## config.mk

```make
export PLATFORM = sky130hd
export DESIGN_NAME = trb_mem_ctrl
export DESIGN_NICKNAME = d
export VERILOG_FILES = /design/src/rtl/dtb_pkg.sv /design/src/rtl/trb_ram.sv /design/src/rtl/trb_mem_ctrl.sv
export SDC_FILE = /design/constraint.sdc
export NUM_CORES = 2
export LEC_CHECK = 0
export ABC_AREA = 1
export CORE_ASPECT_RATIO = 0.8
export CORE_MARGIN = 2
export CORE_UTILIZATION = 50
export DETAILED_ROUTE_END_ITERATION = 12
export PLACE_DENSITY = 0.68
export SKIP_LAST_GASP = 1
export SYNTH_ARGS = -nofsm -noshare
export SYNTH_HDL_FRONTEND = slang
export SYNTH_HIERARCHICAL = 1
export SYNTH_SLANG_ARGS = --single-unit
```

## constraint.sdc

```tcl
create_clock -name FPGA_CLK_I -period 7.6 [get_ports FPGA_CLK_I]
set_input_delay 1.52 -clock FPGA_CLK_I [delete_from_list [all_inputs] [get_ports FPGA_CLK_I]]
set_output_delay 1.52 -clock FPGA_CLK_I [all_outputs]
set_load 0.01 [all_outputs]
```

## src/rtl/dtb_pkg.sv

```systemverilog
// ---------------------------------------------------------------------------
// dtb_pkg
// Shared definitions for the Streaming Trace Buffer capture memory:
//   TRB_WIDTH / TRB_DEPTH  default trace word width and ring depth
//   trb_addr_t             ring address for the default depth
//   trb_fill_t             fill count for the default depth (0..TRB_DEPTH)
//   state_t                capture-memory controller states
// No ports.
// ---------------------------------------------------------------------------
package dtb_pkg;

  localparam int TRB_WIDTH = 32;
  localparam int TRB_DEPTH = 64;
  localparam int TRB_AW    = $clog2(TRB_DEPTH);

  typedef logic [TRB_AW-1:0] trb_addr_t;
  typedef logic [TRB_AW:0]   trb_fill_t;

  typedef enum logic [2:0] {
    st_idle,
    st_armed,
    st_delay,
    st_done,
    st_stream
  } state_t;

endpackage

```

## src/rtl/trb_ram.sv

```systemverilog
// ---------------------------------------------------------------------------
// trb_ram
// Simple dual-port ring RAM: one write port and one read port. The read is
// registered, and a read and a write to the same address in the same cycle
// return the old word. rdata holds its value between reads. No reset.
// Ports:
//   FPGA_CLK_I  clock
//   we          write enable
//   waddr       write address
//   wdata       write data
//   re          read enable
//   raddr       read address
//   rdata       registered read data
// ---------------------------------------------------------------------------
module trb_ram #(
  parameter  int WIDTH = 32,
  parameter  int DEPTH = 64,
  localparam int AW    = $clog2(DEPTH)
) (
  input  logic             FPGA_CLK_I,
  input  logic             we,
  input  logic [AW-1:0]    waddr,
  input  logic [WIDTH-1:0] wdata,
  input  logic             re,
  input  logic [AW-1:0]    raddr,
  output logic [WIDTH-1:0] rdata
);

  logic [WIDTH-1:0] mem [DEPTH];

  // The read samples the array before the write updates it, which
  // gives read-first behaviour on an address collision.
  always_ff @(posedge FPGA_CLK_I) begin
    if (we) begin
      mem[waddr] <= wdata;
    end
    if (re) begin
      rdata <= mem[raddr];
    end
  end

endmodule

```

## src/rtl/trb_mem_ctrl.sv

```systemverilog
// ---------------------------------------------------------------------------
// trb_mem_ctrl
// Capture-memory controller for the Streaming Trace Buffer. In trace mode it
// writes trace words into a ring and, after the trigger, accepts DELAY_I more
// stores before freezing capture. In stream mode it replays the ring oldest
// first on load requests.
// Ports:
//   FPGA_CLK_I   clock
//   RST_I        synchronous active-high reset
//   EN_I         run enable, low returns to idle
//   MODE_I       0 trace, 1 stream (sampled in idle)
//   DELAY_I      post-trigger store count (sampled on trigger)
//   TRG_EVENT_I  sticky trigger from the Tracer
//   STORE_I      store pulse, DATA_I is a complete word
//   DATA_I       word to store
//   LOAD_I       read request pulse
//   DATA_O       read word, held between reads
//   LOAD_O       one-cycle pulse, DATA_O is new
//   TRG_EVENT_O  delayed trigger (capture frozen)
//   DONE_O       capture frozen, same as TRG_EVENT_O
//   TRG_ADDR_O   ring address of the word stored in the trigger cycle
//   FILL_O       number of valid words in the ring
// ---------------------------------------------------------------------------
module trb_mem_ctrl #(
  parameter  int TRB_WIDTH = dtb_pkg::TRB_WIDTH,
  parameter  int TRB_DEPTH = dtb_pkg::TRB_DEPTH,
  parameter  int DELAY_W   = 16,
  localparam int AW        = $clog2(TRB_DEPTH)
) (
  input  logic                 FPGA_CLK_I,
  input  logic                 RST_I,
  input  logic                 EN_I,
  input  logic                 MODE_I,
  input  logic [DELAY_W-1:0]   DELAY_I,
  input  logic                 TRG_EVENT_I,
  input  logic                 STORE_I,
  input  logic [TRB_WIDTH-1:0] DATA_I,
  input  logic                 LOAD_I,
  output logic [TRB_WIDTH-1:0] DATA_O,
  output logic                 LOAD_O,
  output logic                 TRG_EVENT_O,
  output logic                 DONE_O,
  output logic [AW-1:0]        TRG_ADDR_O,
  output logic [AW:0]          FILL_O
);

  import dtb_pkg::*;

  localparam logic [AW:0] FILL_MAX = (AW+1)'(TRB_DEPTH);

  state_t               state;
  logic [AW-1:0]        wr_ptr;
  logic [AW-1:0]        rd_ptr;
  logic [AW-1:0]        trg_addr;
  logic [AW:0]          fill;
  logic                 wrapped;
  logic [DELAY_W-1:0]   dly_cnt;
  logic [DELAY_W-1:0]   dly_lat;
  logic                 load_q;
  logic                 done_q;
  logic                 have_data;

  logic                 delay_open;
  logic                 ram_we;
  logic                 ram_re;
  logic [AW-1:0]        ram_raddr;
  logic [TRB_WIDTH-1:0] ram_rdata;

  // Write/read strobes to the ring. A disabled or resetting block never
  // touches the RAM. In st_delay the store that would exceed the latched
  // delay is refused. Trace-mode loads peek at the write pointer (oldest
  // word once wrapped); stream loads walk rd_ptr while words remain.
  always_comb begin
    delay_open = (dly_cnt != dly_lat);
    ram_we     = 1'b0;
    ram_re     = 1'b0;
    ram_raddr  = wr_ptr;
    if (EN_I && !RST_I) begin
      ram_we = STORE_I &&
               ((state == st_armed) || ((state == st_delay) && delay_open));
      ram_re = LOAD_I &&
               ((state == st_armed) || (state == st_delay) ||
                (state == st_done)  || ((state == st_stream) && (fill != '0)));
    end
    if (state == st_stream) begin
      ram_raddr = rd_ptr;
    end
  end

  trb_ram #(
    .WIDTH (TRB_WIDTH),
    .DEPTH (TRB_DEPTH)
  ) u_ram (
    .FPGA_CLK_I (FPGA_CLK_I),
    .we         (ram_we),
    .waddr      (wr_ptr),
    .wdata      (DATA_I),
    .re         (ram_re),
    .raddr      (ram_raddr),
    .rdata      (ram_rdata)
  );

  // Controller FSM with pointers, fill accounting, post-trigger counter and
  // registered outputs. A dropped enable wins over everything else.
  always_ff @(posedge FPGA_CLK_I) begin
    if (RST_I) begin
      state     <= st_idle;
      wr_ptr    <= '0;
      rd_ptr    <= '0;
      trg_addr  <= '0;
      fill      <= '0;
      wrapped   <= 1'b0;
      dly_cnt   <= '0;
      dly_lat   <= '0;
      load_q    <= 1'b0;
      done_q    <= 1'b0;
      have_data <= 1'b0;
    end else begin
      load_q <= ram_re;
      if (ram_re) begin
        have_data <= 1'b1;
      end

      if (ram_we) begin
        wr_ptr <= wr_ptr + 1'b1;
        if (&wr_ptr) begin
          wrapped <= 1'b1;
        end
        if (fill != FILL_MAX) begin
          fill <= fill + 1'b1;
        end
      end

      if (!EN_I) begin
        state  <= st_idle;
        done_q <= 1'b0;
      end else begin
        case (state)
          st_idle: begin
            if (MODE_I) begin
              state  <= st_stream;
              rd_ptr <= wrapped ? wr_ptr : '0;
            end else begin
              state   <= st_armed;
              wr_ptr  <= '0;
              fill    <= '0;
              wrapped <= 1'b0;
            end
          end
          st_armed: begin
            if (TRG_EVENT_I) begin
              trg_addr <= wr_ptr;
              dly_lat  <= DELAY_I;
              dly_cnt  <= '0;
              state    <= st_delay;
            end
          end
          st_delay: begin
            // Freeze either when the count is already met (delay 0) or
            // when this store is the last one counted.
            if (!delay_open) begin
              state  <= st_done;
              done_q <= 1'b1;
            end else if (STORE_I) begin
              dly_cnt <= dly_cnt + 1'b1;
              if ((dly_cnt + 1'b1) == dly_lat) begin
                state  <= st_done;
                done_q <= 1'b1;
              end
            end
          end
          st_done: begin
            done_q <= 1'b1;
          end
          st_stream: begin
            if (ram_re) begin
              rd_ptr <= rd_ptr + 1'b1;
              fill   <= fill - 1'b1;
            end
          end
          default: begin
            state <= st_idle;
          end
        endcase
      end
    end
  end

  // The RAM has no reset, so DATA_O reads as zero until the first read
  // after reset completes.
  assign DATA_O      = have_data ? ram_rdata : '0;
  assign LOAD_O      = load_q;
  assign TRG_EVENT_O = done_q;
  assign DONE_O      = done_q;
  assign TRG_ADDR_O  = trg_addr;
  assign FILL_O      = fill;

endmodule

```

==> results_dict.tcl <==
set metrics [dict create \
    drc_errors 0 \
    criticalPathCategory "primary input to flop" \
    synth_flop_cell "edfxtp_1" \
    leakage_uw 0.0336 \
    clockRootBuffer "clkbuf_16" \
    fin_crit_sh_pct 68.8 \
    die_area_um2 178000 \
    worstSetupEndpoint "u_ram/mem[56][26]" \
    relSlewSlack_pct 10.2 \
    die_h_um 378 \
    r2r_slack_ns 2.73 \
    cellInternalPower_uw 18600 \
    synthToLayoutAreaGrowth_pct 10.5 \
    num_vias 59100 \
    slew_violations 0 \
    place_ws_ns 1.62 \
    cts_buffers 201 \
    rows 137 \
    startpoint_type "primary input" \
    status "complete, no violations" \
    syn_area_um2 87300 \
    cts_buffer_depth 3 \
    die_w_um 471 \
    postSynthRegisterBits 2144 \
    switching_share_pct 22.9 \
    yosysSeqAreaShare_pct 73.0 \
    antenna_found_initial 13 \
    hold_violations 0 \
    clock_sinks 2144 \
    detail-route-antenna-nets 0 \
    cp_max_fo 32 \
    max_stage_delay_ns 0.86 \
    synthMostInstantiatedCell "nand2_1" \
    power_frac_seq_pct 53.8 \
    synth_edf_count 2080 \
    dr.pass1.iters 7 \
    synth_area_leaders "edfxtp_1 (72%), nand3_1 (11%), nand2_1 (10%)" \
    drive_gt1_share_pct 6.58 \
    stdcell_area_um2 96400 \
    finalWeightedCongestion 0.909 \
    grt_max_degree 189 \
    tns_ns 0 \
    crit_path_frequent_cell "inv_1" \
    avgRoutedWirePerCell_um 25.1 \
    initial_utilization_pct 50.2 \
    drt_wl_total_mm 247 \
    cts-hold-fix-buffers 0 \
    cp_data_required_time_ns 8.04 \
    crit_chain "clkdlybuf4s50_1, inv_1, nor2_1, inv_1, nor2_2, nand3_2, inv_2, nand4_1, buf_4, nor2_4" \
    reg2regPathDepth 14 \
    timing.rr.end "u_ram/rdata[13]" \
    timing.final.ws_setup_ns 2.37 \
    syn_avg_cell_area_um2 11.7 \
    finalClockSkew_ns 0.0489 \
    overflow 0 \
    p_comb_share_pct 6.4 \
    finalCriticalPeriod_ns 5.23 \
    synth_cells 7457 \
    arrival_ns 5.68 \
    grt_usage_pct 27.3 \
    clkTransAtPathRegs_ns 0.06 \
    synth.yosys.warnings 6 \
    holdCritPathClass "flop to flop" \
    clock.fmax_ghz 0.191 \
    rsz0062_at_grt "false" \
    place_hpwl_mm 138 \
    cts_setup_buffers 0 \
    ctsResizeCount 0 \
    place.port_buffers 102 \
    core_um2 174000 \
    via_per_inst 6.01 \
    critPathCaptureType "flop" \
    fin_nets 7439 \
    power_density_nw_per_um2 251 \
    r2r-start "state[0]" \
    cts_tree "done" \
    ios 103 \
    dpl_cell_area_um2 90200 \
    max-vdd-ir-drop_uv 232 \
    tightest_slew_ns 1.35 \
    ys_top_cells_by_count "nand2_1 (2432), edfxtp_1 (2080), nand3_1 (1944)" \
    p_sw_uw 5540 \
    p_clk_share_pct 39.8 \
    crit_path_start "EN_I" \
    yosysTopAreaCellShare_pct 71.6 \
    yosys.area.top_type "edfxtp_1" \
    async_reset_ff_share_pct 0 \
    clkLatencyLatePin_ns 0.85 \
    grt_pass1_wl_mm 359 \
    grt_pass1_vias 54100 \
    h-tree-depth 4 \
    ys_types 39 \
    setup_viol 0 \
    drt_iter0_drc 9121 \
    synthesis.nets 7517 \
    maxCapViolations 0 \
    cp_slowest_cell "nor2_4" \
]
[worst min-delay path by stage]
stage                     depth (start not counted)          end  slack [ns]   startpoint
after floorplan                                   2  dly_lat[15]        0.44  dly_lat[15]
after global placement                            2   dly_lat[4]        0.46   dly_lat[4]
after detailed placement                          2   dly_lat[4]        0.47   dly_lat[4]
after CTS                                         2   dly_lat[4]        0.48   dly_lat[4]
after global routing                              2   dly_lat[9]        0.50   dly_lat[9]
final                                             2  dly_lat[15]        0.48  dly_lat[15]
[critical path: cells and delay by family]
kind,cells,cell delay [ns]
buffers and inverters,5,1.71
and+or+nand+nor,5,2.35
[per-layer routing]
metal	global-route usage (%)	vias up	share of wire [%]
li1	-	26200	-
met1	40.7	29100	41
met2	39.5	3422	43
met3	6.84	440	12
met4	8.58	6	3.1
met5	0	-	0.019
[placed cells by master, fill, tap and decap left out, types with 3 or more instances in the layout]
| cell type | netlist | layout |
|---|---|---|
| clkinv_4 | 0 | 4 |
| nor2_4 | 4 | 60 |
| nand2_1 | 2432 | 2430 |
| buf_4 | 50 | 100 |
| nor2_1 | 137 | 81 |
| clkbuf_1 | 91 | 47 |
| o21ai_0 | 46 | 43 |
| o22ai_1 | 4 | 4 |
| bufinv_16 | 0 | 10 |
| inv_2 | 7 | 5 |
| nor4_2 | 0 | 8 |
| clkinv_1 | 0 | 43 |
| nand2_2 | 6 | 6 |
| diode_2 | 0 | 8 |
| inv_1 | 114 | 112 |
| nand4_1 | 22 | 22 |
| clkbuf_8 | 0 | 3 |
| inv_6 | 0 | 7 |
| nor3_1 | 8 | 8 |
| o21ai_4 | 0 | 3 |
| clkinv_8 | 0 | 5 |
| xnor2_1 | 5 | 5 |
| nor2_2 | 8 | 8 |
| o21ai_1 | 3 | 3 |
| clkdlybuf4s50_1 | 0 | 70 |
| ha_1 | 5 | 5 |
| xor2_1 | 22 | 22 |
| a21oi_1 | 48 | 47 |
| clkinv_2 | 0 | 33 |
| clkbuf_16 | 0 | 203 |
| nand3_2 | 4 | 4 |
| dfxtp_1 | 64 | 64 |
| edfxtp_1 | 2080 | 2080 |
| nand3_1 | 1944 | 1944 |
| buf_12 | 0 | 20 |
| inv_16 | 0 | 3 |
[through the flow]
stage / std cells / hold WS, ns / utilization, % / total power (uW)
floorplan: 7457 / 0.444 / - / 14100
global placement: 9469 / 0.462 / 51.9 / 14700
detailed placement: 9469 / 0.473 / 51.9 / 14800
CTS: 9828 / 0.482 / 55.4 / 24200
global route: 9828 / 0.503 / 55.4 / 24800
finish: 9836 / 0.477 / 55.5 / 24200
[kinds of logic (layout without fill, tap and decap cells)]
logic type,after synthesis,after routing,share of synthesized area [%]
xor+xnor,27,27,0.271
other cells,0,8,0
buf+inv,594,672,3.24
simple gates,4580,4580,22.7
flops,2144,2144,73.0
fa+ha+maj,5,5,0.0717
compound gates,107,107,0.637
[power groups by stage]
stage	Sequential [uW]	Clock, uW	Combinational [uW]
2_1_floorplan	13200	0	900
3_3_place_gp	13200	0	1490
3_5_place_dp	13200	0	1520
4_1_cts	13000	9700	1530
5_1_grt	13000	10200	1670
6_report	13000	9610	1550
[sequential cells by signal (all words and copies together) (netlist names)]
signal / cells
DONE_O: 1
FILL_O: 7
LOAD_O: 1
TRG_ADDR_O: 6
dly_cnt: 16
dly_lat: 16
have_data: 1
rd_ptr: 6
state: 3
u_ram/mem: 2048
u_ram/rdata: 32
wr_ptr: 6
wrapped: 1
[layout make-up]
cell class,count,area [um2]
multi-input cells,4719,21200
flip-flops and latches,2144,63700
clock buffers,253,5300
inverters,122,495
well taps,2293,2870
repair buffers,191,1860
clock inverters,106,881
fillers,14100,77400
diodes,8,20.0
No activity file was read; power rests on OpenSTA's default activity.
